--- config.mk ---
export PLATFORM = sky130hd
export DESIGN_NAME = spi_reg_slave_flat
export DESIGN_NICKNAME = d
export VERILOG_FILES = /design/src/rtl/spi_frame_pkg.sv /design/src/rtl/spi_reg_slave_if.sv /design/src/rtl/spi_edge_sync.sv /design/src/rtl/spi_reg_slave.sv /design/src/flat_wrapper.sv
export SDC_FILE = /design/constraint.sdc
export NUM_CORES = 1
export LEC_CHECK = 0
export ABC_AREA = 1
export BUFFER_PORTS_ARGS = -buffer_cell sky130_fd_sc_hd__buf_2
export CELL_PAD_IN_SITES_DETAIL_PLACEMENT = 0
export CELL_PAD_IN_SITES_GLOBAL_PLACEMENT = 1
export CORE_UTILIZATION = 41
export DETAILED_ROUTE_END_ITERATION = 6
export GPL_TIMING_DRIVEN = 0
export HOLD_SLACK_MARGIN = 0.08
export PLACE_DENSITY = 0.78
export SETUP_SLACK_MARGIN = 0.4
export SYNTH_ARGS = -nofsm -noshare
export SYNTH_HDL_FRONTEND = slang
export SYNTH_SLANG_ARGS = --single-unit
--- constraint.sdc ---
create_clock -name clk -period 2.2 [get_ports clk]
set_clock_uncertainty 0.05 [all_clocks]
set_input_delay 0.33 -clock clk [delete_from_list [all_inputs] [get_ports clk]]
set_output_delay 0.33 -clock clk [all_outputs]
set_load 0.1 [all_outputs]
--- src/rtl/spi_frame_pkg.sv ---
// Shared frame constants, FSM state type and width helpers for the SPI register slave.
package spi_frame_pkg;

  typedef enum logic [2:0] {
    ST_IDLE,
    ST_HDR,
    ST_WDATA,
    ST_RDATA,
    ST_DONE
  } state_t;

  localparam int HDR_BITS   = 1 + 16;
  localparam int FRAME_BITS = HDR_BITS + 32;
  localparam logic RW_WRITE = 1'b1;

  function automatic int hdr_bits(input int addr_width);
    return 1 + addr_width;
  endfunction

endpackage

--- src/rtl/spi_reg_slave_if.sv ---
// SPI pins plus register-bus strobes between the serial master, the slave and the register file.
interface spi_reg_slave_if
  import spi_frame_pkg::*;
#(
  parameter int ADDR_WIDTH = HDR_BITS - 1,
  parameter int DATA_WIDTH = FRAME_BITS - HDR_BITS
);
  logic                  sclk;
  logic                  cs;
  logic                  mosi;
  logic                  miso;
  logic                  reg_wr;
  logic                  reg_rd;
  logic [ADDR_WIDTH-1:0] reg_addr;
  logic [DATA_WIDTH-1:0] reg_wdata;
  logic [DATA_WIDTH-1:0] reg_rdata;
  logic                  frame_err;

  modport slave (
    input  sclk, cs, mosi, reg_rdata,
    output miso, reg_wr, reg_rd, reg_addr, reg_wdata, frame_err
  );

  modport master (
    output sclk, cs, mosi, reg_rdata,
    input  miso, reg_wr, reg_rd, reg_addr, reg_wdata, frame_err
  );
endinterface

--- src/rtl/spi_edge_sync.sv ---
// Synchronizes an async level and emits registered one-cycle rise/fall pulses.
// Pulses appear SYNC_STAGES+1 clk cycles after the pin changes.
module spi_edge_sync #(
  parameter int SYNC_STAGES = 2
) (
  input  logic clk,
  input  logic rst_n,
  input  logic i_d,
  output logic o_rise,
  output logic o_fall
);
  logic [SYNC_STAGES-1:0] r_sync;
  logic                   r_prev;
  logic                   r_rise;
  logic                   r_fall;
  logic                   w_s;

  assign w_s = r_sync[SYNC_STAGES-1];

  always_ff @(posedge clk) begin
    if (!rst_n) begin
      r_sync <= '0;
      r_prev <= 1'b0;
      r_rise <= 1'b0;
      r_fall <= 1'b0;
    end else begin
      r_sync <= {r_sync[SYNC_STAGES-2:0], i_d};
      r_prev <= w_s;
      r_rise <= w_s & ~r_prev;
      r_fall <= ~w_s & r_prev;
    end
  end

  assign o_rise = r_rise;
  assign o_fall = r_fall;
endmodule

--- src/rtl/spi_reg_slave.sv ---
// Mode-0 SPI slave: decodes {rw, addr, data} frames into single-cycle register reads/writes.
// Strobes fire 1 clk after the detected 17th (read) or 49th (write) sclk rise.
module spi_reg_slave
  import spi_frame_pkg::*;
#(
  parameter int ADDR_WIDTH  = HDR_BITS - 1,
  parameter int DATA_WIDTH  = FRAME_BITS - HDR_BITS,
  parameter int SYNC_STAGES = 2
) (
  input logic            clk,
  input logic            rst_n,
  spi_reg_slave_if.slave bus
);
  localparam int L_HDR   = hdr_bits(ADDR_WIDTH);
  localparam int L_FRAME = L_HDR + DATA_WIDTH;
  localparam int CNT_W   = $clog2(L_FRAME + 1);

  logic [SYNC_STAGES-1:0] r_cs_sync;
  logic [SYNC_STAGES-1:0] r_mosi_sync;
  logic                   w_cs;
  logic                   w_mosi;
  logic                   w_sclk_rise;
  logic                   w_sclk_fall;

  state_t                 r_state;
  logic [CNT_W-1:0]       r_cnt;
  // Holds every frame bit but the last; the final bit is taken straight from mosi.
  logic [L_FRAME-2:0]     r_rx;
  logic [DATA_WIDTH-1:0]  r_tx;
  logic                   r_miso;
  logic                   r_reg_wr;
  logic                   r_reg_rd;
  logic                   r_rd_d;
  logic                   r_frame_err;
  logic [ADDR_WIDTH-1:0]  r_reg_addr;
  logic [DATA_WIDTH-1:0]  r_reg_wdata;

  logic [L_FRAME-2:0]     w_rx_next;
  logic                   w_last_hdr;
  logic                   w_last_bit;

  spi_edge_sync #(.SYNC_STAGES(SYNC_STAGES)) u_sclk_sync (
    .clk    (clk),
    .rst_n  (rst_n),
    .i_d    (bus.sclk),
    .o_rise (w_sclk_rise),
    .o_fall (w_sclk_fall)
  );

  // cs resets to the deasserted level so a cs held low through reset reads as a new frame.
  always_ff @(posedge clk) begin
    if (!rst_n) begin
      r_cs_sync   <= '1;
      r_mosi_sync <= '0;
    end else begin
      r_cs_sync   <= {r_cs_sync[SYNC_STAGES-2:0], bus.cs};
      r_mosi_sync <= {r_mosi_sync[SYNC_STAGES-2:0], bus.mosi};
    end
  end

  assign w_cs       = r_cs_sync[SYNC_STAGES-1];
  assign w_mosi     = r_mosi_sync[SYNC_STAGES-1];
  assign w_rx_next  = {r_rx[L_FRAME-3:0], w_mosi};
  assign w_last_hdr = (r_cnt == CNT_W'(L_HDR - 1));
  assign w_last_bit = (r_cnt == CNT_W'(L_FRAME - 1));

  always_ff @(posedge clk) begin
    if (!rst_n) begin
      r_state     <= ST_IDLE;
      r_cnt       <= '0;
      r_rx        <= '0;
      r_tx        <= '0;
      r_miso      <= 1'b0;
      r_reg_wr    <= 1'b0;
      r_reg_rd    <= 1'b0;
      r_rd_d      <= 1'b0;
      r_frame_err <= 1'b0;
      r_reg_addr  <= '0;
      r_reg_wdata <= '0;
    end else begin
      r_reg_wr    <= 1'b0;
      r_reg_rd    <= 1'b0;
      r_frame_err <= 1'b0;
      r_rd_d      <= r_reg_rd;
      if (r_rd_d) r_tx <= bus.reg_rdata;
      if (w_cs) r_miso <= 1'b0;

      case (r_state)
        ST_IDLE: begin
          if (!w_cs) begin
            r_state <= ST_HDR;
            r_cnt   <= '0;
            r_rx    <= '0;
          end
        end
        ST_HDR: begin
          if (w_cs) begin
            r_frame_err <= 1'b1;
            r_state     <= ST_IDLE;
          end else if (w_sclk_rise) begin
            r_rx  <= w_rx_next;
            r_cnt <= r_cnt + 1'b1;
            if (w_last_hdr) begin
              if (r_rx[L_HDR-2] == RW_WRITE) begin
                r_state <= ST_WDATA;
              end else begin
                r_reg_rd   <= 1'b1;
                r_reg_addr <= w_rx_next[ADDR_WIDTH-1:0];
                r_state    <= ST_RDATA;
              end
            end
          end
        end
        ST_WDATA: begin
          if (w_cs) begin
            r_frame_err <= 1'b1;
            r_state     <= ST_IDLE;
          end else if (w_sclk_rise) begin
            r_rx  <= w_rx_next;
            r_cnt <= r_cnt + 1'b1;
            if (w_last_bit) begin
              r_reg_wr    <= (r_rx[L_FRAME-2] == RW_WRITE);
              r_reg_addr  <= r_rx[DATA_WIDTH-1 +: ADDR_WIDTH];
              r_reg_wdata <= w_rx_next[DATA_WIDTH-1:0];
              r_state     <= ST_DONE;
            end
          end
        end
        ST_RDATA: begin
          if (w_cs) begin
            r_frame_err <= 1'b1;
            r_state     <= ST_IDLE;
          end else if (w_sclk_fall) begin
            r_miso <= r_tx[DATA_WIDTH-1];
            r_tx   <= {r_tx[DATA_WIDTH-2:0], 1'b0};
            r_cnt  <= r_cnt + 1'b1;
            if (w_last_bit) r_state <= ST_DONE;
          end
        end
        ST_DONE: begin
          if (w_cs) r_state <= ST_IDLE;
        end
        default: r_state <= ST_IDLE;
      endcase
    end
  end

  assign bus.miso      = r_miso;
  assign bus.reg_wr    = r_reg_wr;
  assign bus.reg_rd    = r_reg_rd;
  assign bus.reg_addr  = r_reg_addr;
  assign bus.reg_wdata = r_reg_wdata;
  assign bus.frame_err = r_frame_err;
endmodule
--- src/flat_wrapper.sv ---
// flat-port wrapper written by rule: the top's interface ports become plain ports
module spi_reg_slave_flat import spi_frame_pkg::*;
#(
  parameter int ADDR_WIDTH  = HDR_BITS - 1,
  parameter int DATA_WIDTH  = FRAME_BITS - HDR_BITS,
  parameter int SYNC_STAGES = 2
)
  (clk, rst_n, bus_sclk, bus_cs, bus_mosi, bus_reg_rdata, bus_miso, bus_reg_wr, bus_reg_rd, bus_reg_addr, bus_reg_wdata, bus_frame_err);
  spi_reg_slave_if #(.ADDR_WIDTH(ADDR_WIDTH), .DATA_WIDTH(DATA_WIDTH)) bus_i ();
  input logic clk;
  input logic rst_n;
  input wire logic [$bits(bus_i.sclk)-1:0] bus_sclk;
  input wire logic [$bits(bus_i.cs)-1:0] bus_cs;
  input wire logic [$bits(bus_i.mosi)-1:0] bus_mosi;
  input wire logic [$bits(bus_i.reg_rdata)-1:0] bus_reg_rdata;
  output wire logic [$bits(bus_i.miso)-1:0] bus_miso;
  output wire logic [$bits(bus_i.reg_wr)-1:0] bus_reg_wr;
  output wire logic [$bits(bus_i.reg_rd)-1:0] bus_reg_rd;
  output wire logic [$bits(bus_i.reg_addr)-1:0] bus_reg_addr;
  output wire logic [$bits(bus_i.reg_wdata)-1:0] bus_reg_wdata;
  output wire logic [$bits(bus_i.frame_err)-1:0] bus_frame_err;
  assign bus_i.sclk = bus_sclk;
  assign bus_i.cs = bus_cs;
  assign bus_i.mosi = bus_mosi;
  assign bus_i.reg_rdata = bus_reg_rdata;
  assign bus_miso = bus_i.miso;
  assign bus_reg_wr = bus_i.reg_wr;
  assign bus_reg_rd = bus_i.reg_rd;
  assign bus_reg_addr = bus_i.reg_addr;
  assign bus_reg_wdata = bus_i.reg_wdata;
  assign bus_frame_err = bus_i.frame_err;
  spi_reg_slave #(.ADDR_WIDTH(ADDR_WIDTH), .DATA_WIDTH(DATA_WIDTH), .SYNC_STAGES(SYNC_STAGES)) u_core (.clk(clk), .rst_n(rst_n), .bus(bus_i));
endmodule
Word-level counts from Yosys, hierarchy flattened
Cells that the tools add are included.
{"block": "op_classes", "add_sub_neg": 1, "n_eq_ne": 23, "mux": 40, "bitwise_logic": 11, "reduce_logical": 14}
{"cell": "$mux 48", "count": 3}
{"cell": "$mux 32", "count": 4}
{"cell": "$mux 16", "count": 7}
{"cell": "$pmux 48 s2", "count": 1}
{"cell": "$pmux 16 s2", "count": 1}
{"cell": "$mux 3", "count": 10}
{"cell": "$mux 6", "count": 5}
{"cell": "$ne 2x2->1 const B", "count": 9}
{"cell": "$pmux 6 s3", "count": 1}
{"cell": "$pmux 3 s5", "count": 1}
{"cell": "$reduce_and 6->1", "count": 2}
{"cell": "$reduce_or 5->1", "count": 2}
{"cell": "$ne 3x2->1 const B", "count": 3}
{"cell": "$not 1->1", "count": 9}
{"cell": "$ne 2x1->1 const B", "count": 4}
{"cell": "$reduce_and 4->1", "count": 2}
{"cell": "$reduce_and 8->1", "count": 1}
{"cell": "$mux 1", "count": 7}
{"cell": "$add 6x1->6 const B", "count": 1}
{"cell": "$eq 3x2->1 const B", "count": 2}
{"cell": "$eq 6x5->1 const B", "count": 1}
{"cell": "$eq 6x6->1 const B", "count": 1}
{"cell": "$reduce_bool 2->1", "count": 2}
{"cell": "$eq 3x1->1 const B", "count": 1}
{"cell": "8 further kinds", "count": 9}
{"block": "totals", "reg_bits": 151, "elab_cells": 106}

Longest topological paths before layout
{"block": "depth", "depth_word": 5, "mapped_depth": 10}

By module
Synthesis repeated with hierarchy kept, for this count alone.
{"block": "unflattened", "hier_cells": 937, "area_unflattened_um2": 6418.7}
{"module": "spi_reg_slave", "instances": 1, "cells_each": 923, "area_per_inst_um2": 6282.3, "seq_area_each_um2": 2922.8}
{"module": "spi_edge_sync", "instances": 1, "cells_each": 14, "area_per_inst_um2": 136.4, "seq_area_each_um2": 100.1}

Least setup slack after synthesis
OpenSTA, ideal clock, no wires.
{"block": "synth_timing", "kind": "register to register", "from": "register u_core.r_cnt[0]", "to": "register u_core.r_reg_wdata[0], in the netlist u_core.bus.reg_wdata[0]", "setup_ps": 132, "arrival_time_ps": 1397, "setup_slack_ps": 621, "path_stages_with_launch": 9, "period_less_slack_ps": 1579, "path_cell_list": "dfxtp_1 inv_1 ha_1 nand4_1 nor2_1 nand2_1 clkbuf_1 nand2_1 a21oi_1"}
{"block": "synth_via", "elab_chain_cells": 2}
{"element": "from (decl)", "line_no": "spi_reg_slave.sv:26", "text": "logic [CNT_W-1:0] r_cnt;"}
{"element": "from (signal assigned)", "line_no": "spi_reg_slave.sv:102", "text": "r_cnt <= r_cnt + 1'b1;"}
{"element": "from (signal assigned)", "line_no": "spi_reg_slave.sv:120", "text": "r_cnt <= r_cnt + 1'b1;"}
{"element": "from (signal assigned)", "line_no": "spi_reg_slave.sv:136", "text": "r_cnt <= r_cnt + 1'b1;"}
{"element": "$eq 6x6->1", "line_no": "spi_reg_slave.sv:65", "text": "assign w_last_bit = (r_cnt == CNT_W'(L_FRAME - 1));"}
{"element": "$reduce_and 4->1 (no source line)"}
{"element": "to (signal assigned)", "line_no": "spi_reg_slave.sv:124", "text": "r_reg_wdata <= w_rx_next[DATA_WIDTH-1:0];"}
{"element": "to (decl)", "line_no": "spi_reg_slave.sv:36", "text": "logic [DATA_WIDTH-1:0] r_reg_wdata;"}
No other way between the ends.
A chain may end at the register's enable or synchronous reset.

Final worst setup path
{"block": "layout_timing", "from": "register u_core.r_state[2]", "to": "register u_core.r_rx[18]"}
{"block": "layout_via", "elab_chain_cells": 4}
{"element": "from (decl)", "line_no": "spi_reg_slave.sv:25", "text": "state_t r_state;"}
{"element": "from (signal assigned)", "line_no": "spi_reg_slave.sv:69", "text": "r_state <= ST_IDLE;"}
{"element": "from (signal assigned)", "line_no": "spi_reg_slave.sv:91", "text": "r_state <= ST_HDR;"}
{"element": "from (signal assigned)", "line_no": "spi_reg_slave.sv:99", "text": "r_state <= ST_IDLE;"}
{"element": "$eq 3x1->1 or $eq 3x2->1 (tied branches)", "line_no": "spi_reg_slave.sv:88", "text": "case (r_state)"}
{"element": "$reduce_or 2->1 (no source line)"}
{"element": "$ne 2x2->1 (no source line), or another cell as far along"}
{"element": "$reduce_and 4->1 (no source line)"}
{"element": "to (signal assigned)", "line_no": "spi_reg_slave.sv:101", "text": "r_rx <= w_rx_next;"}
{"element": "to (signal assigned)", "line_no": "spi_reg_slave.sv:119", "text": "r_rx <= w_rx_next;"}
{"element": "to (decl)", "line_no": "spi_reg_slave.sv:28", "text": "logic [L_FRAME-2:0] r_rx;"}
Parallel ways exist; a longest one is shown, timed or not.

==> results.md <==
- Switching share of total power: ~25%
- Fill cells: 1,518
- Sw power: 1.77 mW
- Final ANT Viol Nets: 0
- Distinct cells, synth: 30
- Reg2reg setup slack: 0.52 ns
- Synth area leader: dfxtp_1
- Clock slew at reported path FFs: 0.06 ns
- Via count: approximately 5.7k
- Layout net count: around 1.0k
- Syn_nets: 896
- Longest Clk Path Bufs: 2
- Effective utilization at floorplan: 42.3%
- Inserted Clock Buffers: 17
- Post-route DRC: 0
- Post-detail-place hpwl: 10.5 mm
- P_leak: about 3.2 nW
- TritonCTS clock tree: built
- Status: completed
- Final-report max-slew violation count: 0
- Mux cell area share after synthesis: 0.162%
- CTS root buf: clkbuf_16
- Crit. Startpoint: u_core.r_state[2]
- Ports: 89
- Gpl congestion: 0.804
- Max Cap Viol: 0
- Max-slew headroom: a little over three fifths
- Die area: approximately 16,000 um^2
- Total global-route track usage: 19.7%
- H-tree depth: 4
- Hold Path Class: in -> reg
- Initial antenna violation count: 0
- Number of synthesized register bits: 151
- Cell area power density: between 900 and 1000 nW/um^2
- R2r startpoint: u_core.r_state[2]
- Vias per inst: 4.83
- Post-synth ARST share: 0%
- Post-Synth Simple-Gate Area: ~28%
- Placed cells: 1,128
- Synth area leaders: dfxtp_1, nand2_1, a21oi_1
- EDFF count, synth: 0
- Fin cells: 1,175
- Synth Area in XOR/XNOR: less than 1%
- Top cell type's share of synthesized area: between 40% and 50%
- Critical Path Sink Type: flop
- CP max stage cell: dfxtp_1
- Maximum vdd drop: 630 uV
- Synthesis-to-layout area growth: 24.9%
- Largest net degree at the start of global routing: 17
- Core area: 14,600 um^2
- First-pass DRT Iterations: 5
- Initial DRC Count: 280
- Post-Syn Instances: 857
- Delay-heaviest family, CP: buffers and inverters
- Post-DR wirelength/cell: 12.8 um
- Count of final setup violators: 0
- Setup ws final: between 0.5 and 0.6 ns
- CP Max Fanout: 10
- RSZ-0062 raised after global routing: true
- Peak Freq: 595 MHz
- Seq/Total Area, Yosys: a little under 50%
- Die width: 125 um
- CP required: around 2.5 ns
- Clock Power Share: a little under half
- Final hold viol count: 0
- Bufs and invs on worst path: 3
- Top cell by count, worst path: inv_2
- Comb power frac: 13.4%
- Synth warnings: 0
- FP Rows: 44
- Startpoint class of the critical path: flop
- Post-Place Worst Slack: -0.0299 ns
- Post-synthesis adder-cell area fraction: less than 1%
- GRT overflow: 0
- Fin crit period: 1.68 ns
- Clock Latency Late Sink: 0.41 ns
- Crit Path Class: reg -> reg
- Count leader, synth: nand2_1
- Ant diodes: 0
- Largest stage delay on the critical path: 0.35 ns
- First-pass GRT wire length: 25.2 mm
- Hold Crit Start: bus_mosi
- Arrival @ worst endpoint: 1.96 ns
- Tcrit/Tclk final: about three quarters
- Top cells by count, synth: nand2_1, dfxtp_1, a21oi_1
- Sequential share of power: just over 40%
- Top FF cell, synth: dfxtp_1
- # port buffers: 87
- Vias in the first global route: 5,351
- Total wire length: 15.1 mm
- Share of layout cells above drive strength 1: a little under a fifth
- Sink Count: 151
- Internal power: 5.27 mW
- Cell Area, Synth: 6170 um^2
- Worst-margin pin slew: 0.556 ns
- Post-synthesis compound-gate area fraction: between 15 and 20%
- Die H: 125 um
- Largest family of logic cells by synthesized area: simple AND/OR/NAND/NOR gates
- Syn avg cell area: between 7 and 8 um^2
- Critical Path, Cell by Cell: inv_2 -> nand3_4 -> nand2_2 -> nand3_2 -> inv_2 -> clkbuf_4 -> nand2_1 -> a21oi_1
tightest hold or removal path, cell delays in order:
cell and delay (ns):
buf_2 0.09, nand2_1 0.05, inv_1 0.05
state kept, by name, indices dropped and copies added, names as in the netlist:
name                       cells
u_core.bus.reg_addr           16
u_core.r_rd_d                  1
u_core.bus.miso                1
u_core.u_sclk_sync.o_rise      1
u_core.r_mosi_sync             2
u_core.u_sclk_sync.o_fall      1
u_core.r_cnt                   6
u_core.u_sclk_sync.r_sync      2
u_core.bus.frame_err           1
u_core.u_sclk_sync.r_prev      1
u_core.bus.reg_wdata          32
u_core.r_tx                   32
u_core.r_rx                   48
u_core.bus.reg_wr              1
u_core.r_state                 3
u_core.bus.reg_rd              1
u_core.r_cs_sync               2
layer usage:
layer	routed length (um)	global-route usage, %	vias to the layer above
met5	0	0	-
met3	490	4.64	12
met2	7100	33.2	80
li1	-	-	3003
met4	123	4.68	0
met1	7340	25.3	2576
final timing paths:
| check | endpoint | cells past startpoint |
|---|---|---|
| setup / recovery | u_core.r_rx[18] | 8 |
| hold / removal | u_core.r_mosi_sync[0] | 3 |
| setup reg to reg | u_core.r_rx[18] | 8 |
| hold reg to reg | u_core.u_sclk_sync.o_fall | 1 |
per-stage QoR:
stage	TNS [ns]	hold WS [ns]	utilization (%)	total power, mW	area (um^2)
CTS	0	0.0804	51.9	6.95	7570
floorplan	0	0.340	-	3.49	6170
global placement	-0.400	0.346	46.9	3.70	6840
global route	0	0.0901	52.9	7.31	7710
finish	0	0.0867	52.9	7.03	7710
detailed placement	-0.298	0.350	46.9	3.70	6840
power groups by stage:
stage	Combinational (mW)	Sequential, mW	Clock, mW
after floorplan	0.561	2.93	0
after global placement	0.808	2.89	0
after detailed placement	0.807	2.89	0
after CTS	0.823	2.83	3.30
after global routing	1.04	2.84	3.43
final	0.941	2.83	3.26
cell type report:
type	instances	area, um^2	share of cell area (%)
clock buffer	24	502	6.50
clock inverter	8	165	2.14
timing repair buffer	102	564	7.32
tap	184	230	2.98
multi-input combinational	592	2720	35.2
sequential	151	3030	39.2
buffer	54	285	3.70
inverter	60	225	2.92
cell usage in the layout, fill, tap and decap left out, types with 4 or more instances in the layout:
cell       count
buf_4         13
buf_6          6
nand3b_1      17
clkbuf_1      23
nand2_1      260
nand3_1       48
o21ai_0       67
buf_1          4
clkbuf_8       5
a21oi_1      115
nor2_1        59
inv_2         10
inv_1         49
buf_2         95
bufinv_16      5
dfxtp_1      148
clkbuf_2       7
clkbuf_4       8
clkbuf_16     17
cells by family (layout without fill, tap and decap cells):
family,after synthesis,after routing
DFF,151,151
and+or+nand+nor,403,403
buffers and inverters,114,248
AOI/OAI and AO/OA,185,185
xor gates and xnor gates,1,1
adders and majority gates,2,2
muxes,1,1
timing repair:
action                     CTS  global route
cloned                       0             2
resized for setup            8            40
setup buffers                4             7
hold endpoints to repair     2             0
pin swaps                    3             7
hold buffers                 2             0
setup endpoints to repair   38           130
Power figures use the tool's default switching activity.
